`src/rtl/decoder_scan_n.sv`:
```
// decoder_scan_n
//   Registered SEL_W-to-2^SEL_W one-hot decoder with enable, selectable output
//   polarity and an auto-scan mode. Auto-scan steps the active output through
//   indices 0..LAST at one step every PRESCALE clocks. Intended for
//   multiplexed 7-segment digit enables and LED banks.
//
// Optional build macro: DECODER_DEADTIME_EN
//   When defined, every scan advance gets one blanking cycle. In that cycle
//   tick=1, z is all inactive and idx already shows the new index. This
//   prevents ghosting on multiplexed displays. Direct mode is unaffected.
//
// Ports:
//   clk     in   system clock, rising edge
//   rst     in   synchronous reset, active-high, overrides all inputs
//   en      in   global enable
//   mode    in   0 = direct decode of sel, 1 = auto-scan
//   sel     in   [SEL_W-1:0] index decoded in direct mode
//   z       out  [2^SEL_W-1:0] registered one-hot (one-cold if ACTIVE_LOW)
//   idx     out  [SEL_W-1:0] registered index currently driven on z
//   en_out  out  en delayed one cycle, aligned with z
//   tick    out  one-cycle pulse when the scan index advances
module decoder_scan_n #(
  parameter int SEL_W      = 2,
  parameter int LAST       = (1 << SEL_W) - 1,
  parameter int PRESCALE   = 12000,
  parameter bit ACTIVE_LOW = 1'b0
) (
  input  logic                      clk,
  input  logic                      rst,
  input  logic                      en,
  input  logic                      mode,
  input  logic [SEL_W-1:0]          sel,
  output logic [(1 << SEL_W)-1:0]   z,
  output logic [SEL_W-1:0]          idx,
  output logic                      en_out,
  output logic                      tick
);

  localparam int OUT_W  = 1 << SEL_W;
  localparam int LAST_C = (LAST > OUT_W - 1) ? OUT_W - 1 : LAST;
  localparam int PRE_C  = (PRESCALE < 1) ? 1 : PRESCALE;
  localparam int PRE_W  = (PRE_C > 1) ? $clog2(PRE_C) : 1;

  localparam logic [PRE_W-1:0] PRE_MAX  = PRE_W'(PRE_C - 1);
  localparam logic [SEL_W-1:0] LAST_IDX = SEL_W'(LAST_C);
  localparam logic [OUT_W-1:0] Z_IDLE   = ACTIVE_LOW ? {OUT_W{1'b1}} : {OUT_W{1'b0}};
  localparam logic [OUT_W-1:0] HOT_ONE  = {{(OUT_W-1){1'b0}}, 1'b1};

  logic [PRE_W-1:0] pre_q,    pre_d;
  logic [SEL_W-1:0] scan_q,   scan_d;
  logic             mode_q,   mode_d;
  logic [OUT_W-1:0] z_q,      z_d;
  logic [SEL_W-1:0] idx_q,    idx_d;
  logic             en_out_q, en_out_d;
  logic             tick_q,   tick_d;

  logic [OUT_W-1:0] hot;
  logic             blank;

  always_comb begin
    pre_d    = pre_q;
    scan_d   = scan_q;
    mode_d   = mode_q;
    idx_d    = idx_q;
    en_out_d = en;
    tick_d   = 1'b0;
    hot      = '0;
    blank    = 1'b0;
    z_d      = Z_IDLE;

    if (en) begin
      // mode_q only follows mode while enabled, so a 0->1 change made during
      // a pause is still seen as a restart on the first enabled cycle.
      mode_d = mode;
      if (!mode) begin
        pre_d  = '0;
        scan_d = '0;
        idx_d  = sel;
        hot    = HOT_ONE << sel;
      end else if (!mode_q) begin
        // Entering scan: show index 0 now and start counting from 0 next
        // cycle so index 0 gets a full PRESCALE period.
        pre_d  = '0;
        scan_d = '0;
        idx_d  = '0;
        hot    = HOT_ONE;
      end else begin
        if (pre_q == PRE_MAX) begin
          pre_d  = '0;
          tick_d = 1'b1;
          scan_d = (scan_q == LAST_IDX) ? '0 : scan_q + 1'b1;
        end else begin
          pre_d = pre_q + 1'b1;
        end
        idx_d = scan_d;
        hot   = HOT_ONE << scan_d;
`ifdef DECODER_DEADTIME_EN
        blank = tick_d;
`else
        blank = 1'b0;
`endif
      end
      z_d = blank ? Z_IDLE : (ACTIVE_LOW ? ~hot : hot);
    end
  end

  always_ff @(posedge clk) begin
    if (rst) begin
      pre_q    <= '0;
      scan_q   <= '0;
      mode_q   <= 1'b0;
      z_q      <= Z_IDLE;
      idx_q    <= '0;
      en_out_q <= 1'b0;
      tick_q   <= 1'b0;
    end else begin
      pre_q    <= pre_d;
      scan_q   <= scan_d;
      mode_q   <= mode_d;
      z_q      <= z_d;
      idx_q    <= idx_d;
      en_out_q <= en_out_d;
      tick_q   <= tick_d;
    end
  end

  assign z      = z_q;
  assign idx    = idx_q;
  assign en_out = en_out_q;
  assign tick   = tick_q;

endmodule

```
`config.mk`:
```
export PLATFORM = sky130hd
export DESIGN_NAME = decoder_scan_n
export DESIGN_NICKNAME = d
export VERILOG_FILES = /design/src/rtl/decoder_scan_n.sv
export SDC_FILE = /design/constraint.sdc
export NUM_CORES = 1
export LEC_CHECK = 0
export BUFFER_PORTS_ARGS = -buffer_cell sky130_fd_sc_hd__buf_4
export CORE_MARGIN = 10
export CORE_UTILIZATION = 39
export DETAILED_ROUTE_END_ITERATION = 10
export HOLD_SLACK_MARGIN = 0.15
export PLACE_DENSITY_LB_ADDON = 0.25
export SKIP_LAST_GASP = 1
export SLEW_MARGIN = 20
export SYNTH_ARGS = -nofsm -noshare
export SYNTH_HDL_FRONTEND = slang
export SYNTH_SLANG_ARGS = --single-unit
```
`constraint.sdc`:
```
create_clock -name clk -period 2.1 [get_ports clk]
set_clock_uncertainty 0.2 [all_clocks]
set_input_delay 0 -clock clk [delete_from_list [all_inputs] [get_ports clk]]
set_output_delay 0 -clock clk [all_outputs]
set_load 0.02 [all_outputs]
```
# --- Yosys cells after proc, flatten, opt, wreduce, memory -nomap -nowiden ---
# Cells that the tools add are included.
op_classes:
  n_addsub: 2
  eq_ne: 2
  shift: 2
  n_mux: 15
  bitwise: 3
  n_reduce_logical: 2
op_table:
  columns: ["op", "count"]
  rows:
  - ["two-way mux 14 bit", 3]
  - ["two-way mux 2 bit", 8]
  - ["adder 14 x 1 -> 14 bit (second input constant)", 1]
  - ["== test 14 bit (second input constant)", 1]
  - ["two-way mux 4 bit", 2]
  - ["left shift 1 x 2 -> 4 bit (first input constant)", 2]
  - ["OR reduction 4 bit", 1]
  - ["inverter 1 bit", 3]
  - ["OR reduction 3 bit", 1]
  - ["adder 2 x 1 -> 2 bit (second input constant)", 1]
  - ["== test 2 bit (second input constant)", 1]
  - ["two-way mux 1 bit", 2]
totals:
  reg_bits: 25
  in_bits: 6
  out_inout_bits: 8
  word_cells: 33

# --- Longest topological paths before layout ---
# Gate-level depths: netlist of run 1.
depth:
  depth_word: 9
  ltp_mapped: 7
  mapped_depth_nobuf: 6

# --- Worst setup path after synthesis of run 1 ---
# No wires, ideal clock.
synth_timing:
  path_kind: "register to register"
  from: "register pre_q[0]"
  to: "register idx_q[1] (netlist: idx[1])"
  setup_time_ns: 0.091
  arrival_ns: 1.690
  t_required_ns: 1.809
  setup_slack_ns: 0.119
  stages_incl_launch_ff: 6
  path_buffers: 0
  synth_period_minus_slack_ns: 1.981
  path_cell_list: "dfxtp_1 -> ha_1 -> nand4bb_1 -> nor4_4 -> mux2_4 -> a311oi_1"
synth_via:
  elab_chain_cells: 7
synth_lines:
  columns: ["item", "line", "source"]
  rows:
  - ["start: declaration", "49", "logic [PRE_W-1:0] pre_q, pre_d;"]
  - ["start signal: assignment", "117", "pre_q <= pre_d;"]
  - ["== test 14 bit", "88", "if (pre_q == PRE_MAX) begin"]
  - ["two-way mux 2 bit", "88", null]
  - ["two-way mux 2 bit", "80", "end else if (!mode_q) begin"]
  - ["two-way mux 2 bit", "75", "if (!mode) begin"]
  - ["two-way mux 2 bit", "71", "if (en) begin"]
  - ["two-way mux 2 bit", "80", null]
  - ["two-way mux 2 bit", "75", null]
  - ["end signal: assignment", "121", "idx_q <= idx_d;"]
  - ["end: declaration", "53", "logic [SEL_W-1:0] idx_q, idx_d;"]
# No other way between the ends. The select of a mux whose other input is x is not followed.
# A chain may end at the register's enable or synchronous reset.

# --- Final worst setup path of run 1 ---
# Same ends and word-level chain as after synthesis.

==> results of run 1 <==
## layout by cell type (no fill, tap or decap), types with 2 or more instances in the layout
cell,synthesis,layout
clkbuf_4,0,3
dlygate4sd3_1,0,6
xnor2_1,7,7
nor4_1,3,2
nor2_1,23,23
nand2_1,11,11
dfxtp_1,25,23
nor3b_1,2,2
a21oi_1,7,7
nand2b_1,3,3
inv_1,5,5
xor2_1,3,3
ha_1,3,2
nand4_1,5,5
buf_4,0,19
nor3_1,9,9
nand3_1,3,3
dfxtp_2,0,2
nor4_2,1,2
o21ai_0,4,4
mux2i_1,3,3
## worst max-delay path by stage
| stage | depth (start not counted) | slack, ns | end | from |
|---|---|---|---|---|
| final | 5 | 0.09 | idx[1] | pre_q[0] |
| after global routing | 7 | -0.001 | z[2] | pre_q[0] |
| after CTS | 5 | 0.02 | idx[1] | pre_q[0] |
| after detailed placement | 6 | -0.002 | idx[0] | pre_q[0] |
| after global placement | 6 | 0.16 | idx[0] | pre_q[0] |
| after floorplan | 5 | 0.12 | idx[1] | pre_q[0] |
## through the flow
stage / cells / setup WS (ns) / TNS [ns] / instance area (sq um) / total power [uW]
6_report: 198 / 0.08662 / 0 / 1514 / 775.4
5_1_grt: 198 / -0.001041 / -0.001041 / 1514 / 810.6
4_1_cts: 198 / 0.02188 / 0 / 1476 / 780.9
3_5_place_dp: 188 / -0.002191 / -0.002191 / 1380 / 557.6
3_3_place_gp: 188 / 0.1564 / 0 / 1380 / 556.2
2_1_floorplan: 139 / 0.1193 / 0 / 1209 / 531.0
## worst max-delay path, cell delays in order (launching register included)
cell	delay, ns
dfxtp_2	0.42
ha_4	0.18
nand4bb_4	0.14
nor4_4	0.41
mux2_4	0.36
a311oi_2	0.24
## routing by layer
layer	wire (microns)	GRT usage, %
met1	1415	14.12
met4	28	4.330
met2	1217	15.58
met3	97	2.344
met5	0	0
## cells by family after synthesis
logic type	synth area share (%)
and+or+nand+nor	33.44
DFF	41.41
AOI/OAI and AO/OA	8.490
xor gates and xnor gates	7.247
buffers and inverters	2.587
muxes	3.726
adders and majority gates	3.106
## area by class of cell
| type | count | area share, % |
|---|---|---|
| inverter | 5 | 1.240 |
| timing repair buffer | 25 | 13.39 |
| clock buffer | 3 | 1.488 |
| sequential | 25 | 33.22 |
| multi-input combinational | 106 | 47.44 |
| clock inverter | 1 | 0.4959 |
| tap | 33 | 2.727 |
## where the power goes
group          switching, uW  leakage [uW]  internal [uW]
Clock                    145     0.0000139           72.8
Sequential              3.89      0.000204            481
Combinational           39.2      0.000370           33.2
Total                    188      0.000587            587
## sequential cells by signal, summed over array words and instances, names as in the netlist
signal,flops
pre_q,14
scan_q,2
mode_q,1
en_out,1
z,4
tick,1
idx,2
## repair_timing
| item | CTS | global route |
|---|---|---|
| endpoints found under the setup margin | 1 | 16 |
| resized for setup | 1 | 6 |
| endpoints found under the hold margin | 25 | 0 |
| hold buffers | 6 | 0 |
| pin swaps | 0 | 1 |
==> impl_metrics.json, run 1 <==
{
  "dp_hpwl_microns": 2137,
  "drc": 0,
  "yosys.area.top_type_share_pct": 41.41,
  "synth_top_area_cell": "dfxtp_1",
  "synth_most_common_cell": "dfxtp_1",
  "powerDensity_nw_per_um2": 512.2,
  "yosysSeqAreaShare_pct": 41.41,
  "whs_endpoint": "idx[1]",
  "die-area_sq_um": 5726,
  "slew_viol_final": 0,
  "utilization_pct": 50.42,
  "r2r_slack_ns": 0.09,
  "finalWirelength_microns": 2759,
  "synth-seq-cells": 25,
  "grtUsageTotal_pct": 10.46,
  "cp_data_required_time_ns": 2.14,
  "place.gp.congestion": 0.8512,
  "holdPathStages": 3,
  "setup_viol": 0,
  "clockBufferDepth": 2,
  "crit_fanout": 5,
  "io_buffers": 13,
  "post_cts_buffers": 0,
  "r2r_end": "idx[1]",
  "die_x_microns": 75.67,
  "cts.sinks": 25,
  "h-tree-depth": 1,
  "ant_nets": 0,
  "cts_tree": "built",
  "dr.pass1.iters": 4,
  "dr_total_vias": 1064,
  "synth_edf_count": 0,
  "yosys_warnings": 0,
  "outcome": "completed",
  "arrival_ns": 2.06,
  "avgSynthCellArea_sq_um": 8.695,
  "synthToLayoutAreaGrowth_pct": 25.26,
  "vias_per_cell": 5.374,
  "finalCriticalPeriod_ns": 2.013,
  "clk_pin_slew_ns": 0.14,
  "grt_overflow": 0,
  "min_period_over_period_pct": 95.88,
  "drive_gt1_share_pct": 21.82,
  "ir_worst_vdd_mv": 0.2700,
  "die_h_microns": 75.67,
  "r2r_start": "pre_q[0]",
  "clk_latency_ns": 0.32,
  "fin_nets": 175,
  "syn_nets": 148,
  "slew_headroom_pct": 74.32,
  "drt_iter0_markers": 64,
  "reg2regPathDepth": 5,
  "core.rowCount": 20,
  "multi_input_area_sq_um": 718.2,
  "antenna_found_initial": 0,
  "grt_pass1_wl_microns": 4712,
  "cts-buffers-inserted": 3,
  "yosys_most_used_dff": "dfxtp_1",
  "leakagePower_uw": 0.0005872,
  "fill_cells": 289,
  "hp-class": "in2reg",
  "core-area_sq_um": 3003,
  "finalHoldViolCount": 0,
  "synth.area.top_cells": "dfxtp_1, nor2_1, xnor2_1",
  "grt_max_degree": 16,
  "synthTopCellsByCount": "dfxtp_1, nor2_1, nand2_1",
  "hold_path.startpoint": "rst",
  "n_antenna_cell": 0,
  "tightest_slew_ns": 0.3822,
  "wire_per_inst_microns": 13.93,
  "start_kind": "flip-flop",
  "ys_types": 39,
  "cts-root-buf": "clkbuf_4",
  "syn-cell-area_sq_um": 1209,
  "start_util_pct": 40.25,
  "synth_cells": 139,
  "crit_type": "reg2reg",
  "maxCapViolCount": 0,
  "regArea_sq_um": 503.0,
  "timing.fmax_mhz": 496.7,
  "pin_count": 14,
  "async_flop_share_pct": 0,
  "holdWs_ns": 0.2377,
  "grt_pass1_vias": 1048,
  "critPathCaptureType": "flip-flop"
}
No activity file was read; power rests on OpenSTA's default activity.
==> run 2: changes to the inputs <==
==> constraint.sdc (replaced) <==
create_clock -name clk -period 1.9 [get_ports clk]
set_clock_uncertainty 0.2 [all_clocks]
set_input_delay 0 -clock clk [delete_from_list [all_inputs] [get_ports clk]]
set_output_delay 0 -clock clk [all_outputs]
set_load 0.02 [all_outputs]
==> run 2 against run 1 <==
Total power increased by 12%. Design area increased by 5.9%. Clock power increased by 15%. Non-clock buffer count increased by 9. Count of clock-buffer cells in the layout unchanged. Global-route usage increased by 0.69 points. Sequential power increased by 11%. Cell count increased by 4.5%. Routed wire length increased by 4.8%. Die area unchanged. Critical path type unchanged. Critical endpoint unchanged.
==> impl_metrics.json, run 2 (synthesis results as in run 1) <==
{
  "outcome": "completed",
  "p_sw_uw": 217.9,
  "finalInstanceArea_sq_um": 1603,
  "drive_gt1_share_pct": 31.03,
  "powerDensity_nw_per_um2": 541.2,
  "grt_pass1_wl_microns": 5016,
  "pin_count": 14,
  "largest_reg_flops": 14,
  "finalCriticalPeriod_ns": 1.838,
  "die-area_sq_um": 5726,
  "grt_max_degree": 16,
  "combPwrFrac_pct": 9.3,
  "dr_total_vias": 1100,
  "finalHoldViolCount": 0,
  "slew_viol_final": 0,
  "intPower_uw": 649.5,
  "grt_pass1_vias": 1120,
  "die_x_microns": 75.67,
  "cts_tree": "built",
  "clk_latency_ns": 0.33,
  "cts-buffers-inserted": 3,
  "power.share.clock_pct": 28.9,
  "synthToLayoutAreaGrowth_pct": 32.61,
  "tightest_slew_ns": 0.3245,
  "dr.pass1.iters": 4,
  "cts.sinks": 25,
  "grtUsageTotal_pct": 11.14,
  "ir_worst_vdd_mv": 0.3251,
  "tns_ns": 0,
  "finalWirelength_microns": 2891,
  "arrival_ns": 1.88,
  "min_period_over_period_pct": 96.73,
  "start_kind": "flip-flop",
  "antenna_found_initial": 0,
  "final_cell_mix": "buf_4, nor2_1, dfxtp_1",
  "core-area_sq_um": 3003,
  "top_register": "pre_q",
  "start_util_pct": 40.25,
  "dp_hpwl_microns": 2064,
  "final_common_cell": "buf_4",
  "fin_nets": 184,
  "grt_setup_unrepaired": "false",
  "cts-root-buf": "clkbuf_4",
  "die_h_microns": 75.67,
  "slew_headroom_pct": 78.20,
  "maxCapViolCount": 0,
  "hp-class": "in2reg",
  "wire_per_inst_microns": 13.97,
  "io_buffers": 13,
  "crit_type": "reg2reg",
  "drc": 0,
  "ant_nets": 0,
  "holdWs_ns": 0.2180,
  "place.gp.congestion": 0.8268,
  "n_antenna_cell": 0,
  "vias_per_cell": 5.314,
  "h-tree-depth": 1,
  "clk_pin_slew_ns": 0.15,
  "timing.fmax_mhz": 544.1,
  "setup_viol": 0,
  "seq_power_share_pct": 61.8,
  "cp_data_required_time_ns": 1.94,
  "placed_area_sq_um": 1444,
  "grt_overflow": 0,
  "leakagePower_uw": 0.0006366,
  "critPathCaptureType": "flip-flop",
  "crit_fanout": 4,
  "drt_iter0_markers": 58,
  "core.rowCount": 20,
  "clockBufferDepth": 2,
  "p_sw_share_pct": 25.12
}
[run 2: path summary, 6_finish.rpt]
check             startpoint        to  slack [ns]  cells past startpoint
setup reg to reg   pre_q[12]    idx[1]        0.06                      4
hold reg to reg       idx[0]    idx[0]        0.30                      2
setup / recovery   pre_q[12]    idx[1]        0.06                      4
hold / removal           rst  pre_q[1]        0.22                      3
[run 2: critical path: stages, from the launching register on]
cell,delay [ns]
dfxtp_2,0.36
nand4b_4,0.20
nor4_4,0.39
mux2_4,0.36
a311oi_2,0.25
[run 2: what timing repair did]
| item | in CTS | in global routing |
|---|---|---|
| gates resized for setup | 4 | 9 |
| hold endpoints to repair | 25 | 0 |
| hold buffers | 5 | 0 |
| pin swaps | 4 | 2 |
| setup endpoints to repair | 3 | 10 |
| gates cloned | 0 | 0 |
| buffers inserted | 2 | 0 |
[run 2: area by class of cell]
cell class | count | area [sq um]
repair buffers | 34 | 267.8
inverters | 5 | 18.77
well taps | 33 | 41.29
multi-input cells | 106 | 737.0
clock buffers | 3 | 22.52
flip-flops and latches | 25 | 508.0
clock inverters | 1 | 7.507
fillers | 279 | 1400
[run 2: per-stage QoR]
step / total power (uW) / instances / utilization (%) / setup slack, ns
6_report: 867.4 / 207 / 53.37 / 0.06216
5_1_grt: 902.2 / 207 / 53.37 / 0.005286
4_1_cts: 871.1 / 207 / 52.38 / -0.03191
3_5_place_dp: 618.2 / 196 / 48.08 / -0.04488
3_3_place_gp: 617.7 / 196 / 48.08 / 0.07184
2_1_floorplan: 587.1 / 139 / - / -0.06159
[run 2: per-layer routing]
layer  share of wire, %  track usage [%]
met5                  0                0
met4               0.66            2.680
met3                7.0            4.948
met2                 48            18.41
met1                 45            12.87
[run 2: power groups by stage]
| stage | sequential [uW] | clock [uW] | combinational, uW |
|---|---|---|---|
| finish | 536 | 251 | 80.9 |
| global route | 537 | 276 | 89.8 |
| CTS | 536 | 254 | 80.9 |
| detailed placement | 547 | 0 | 71.2 |
| global placement | 547 | 0 | 70.7 |
| floorplan | 554 | 0 | 32.9 |
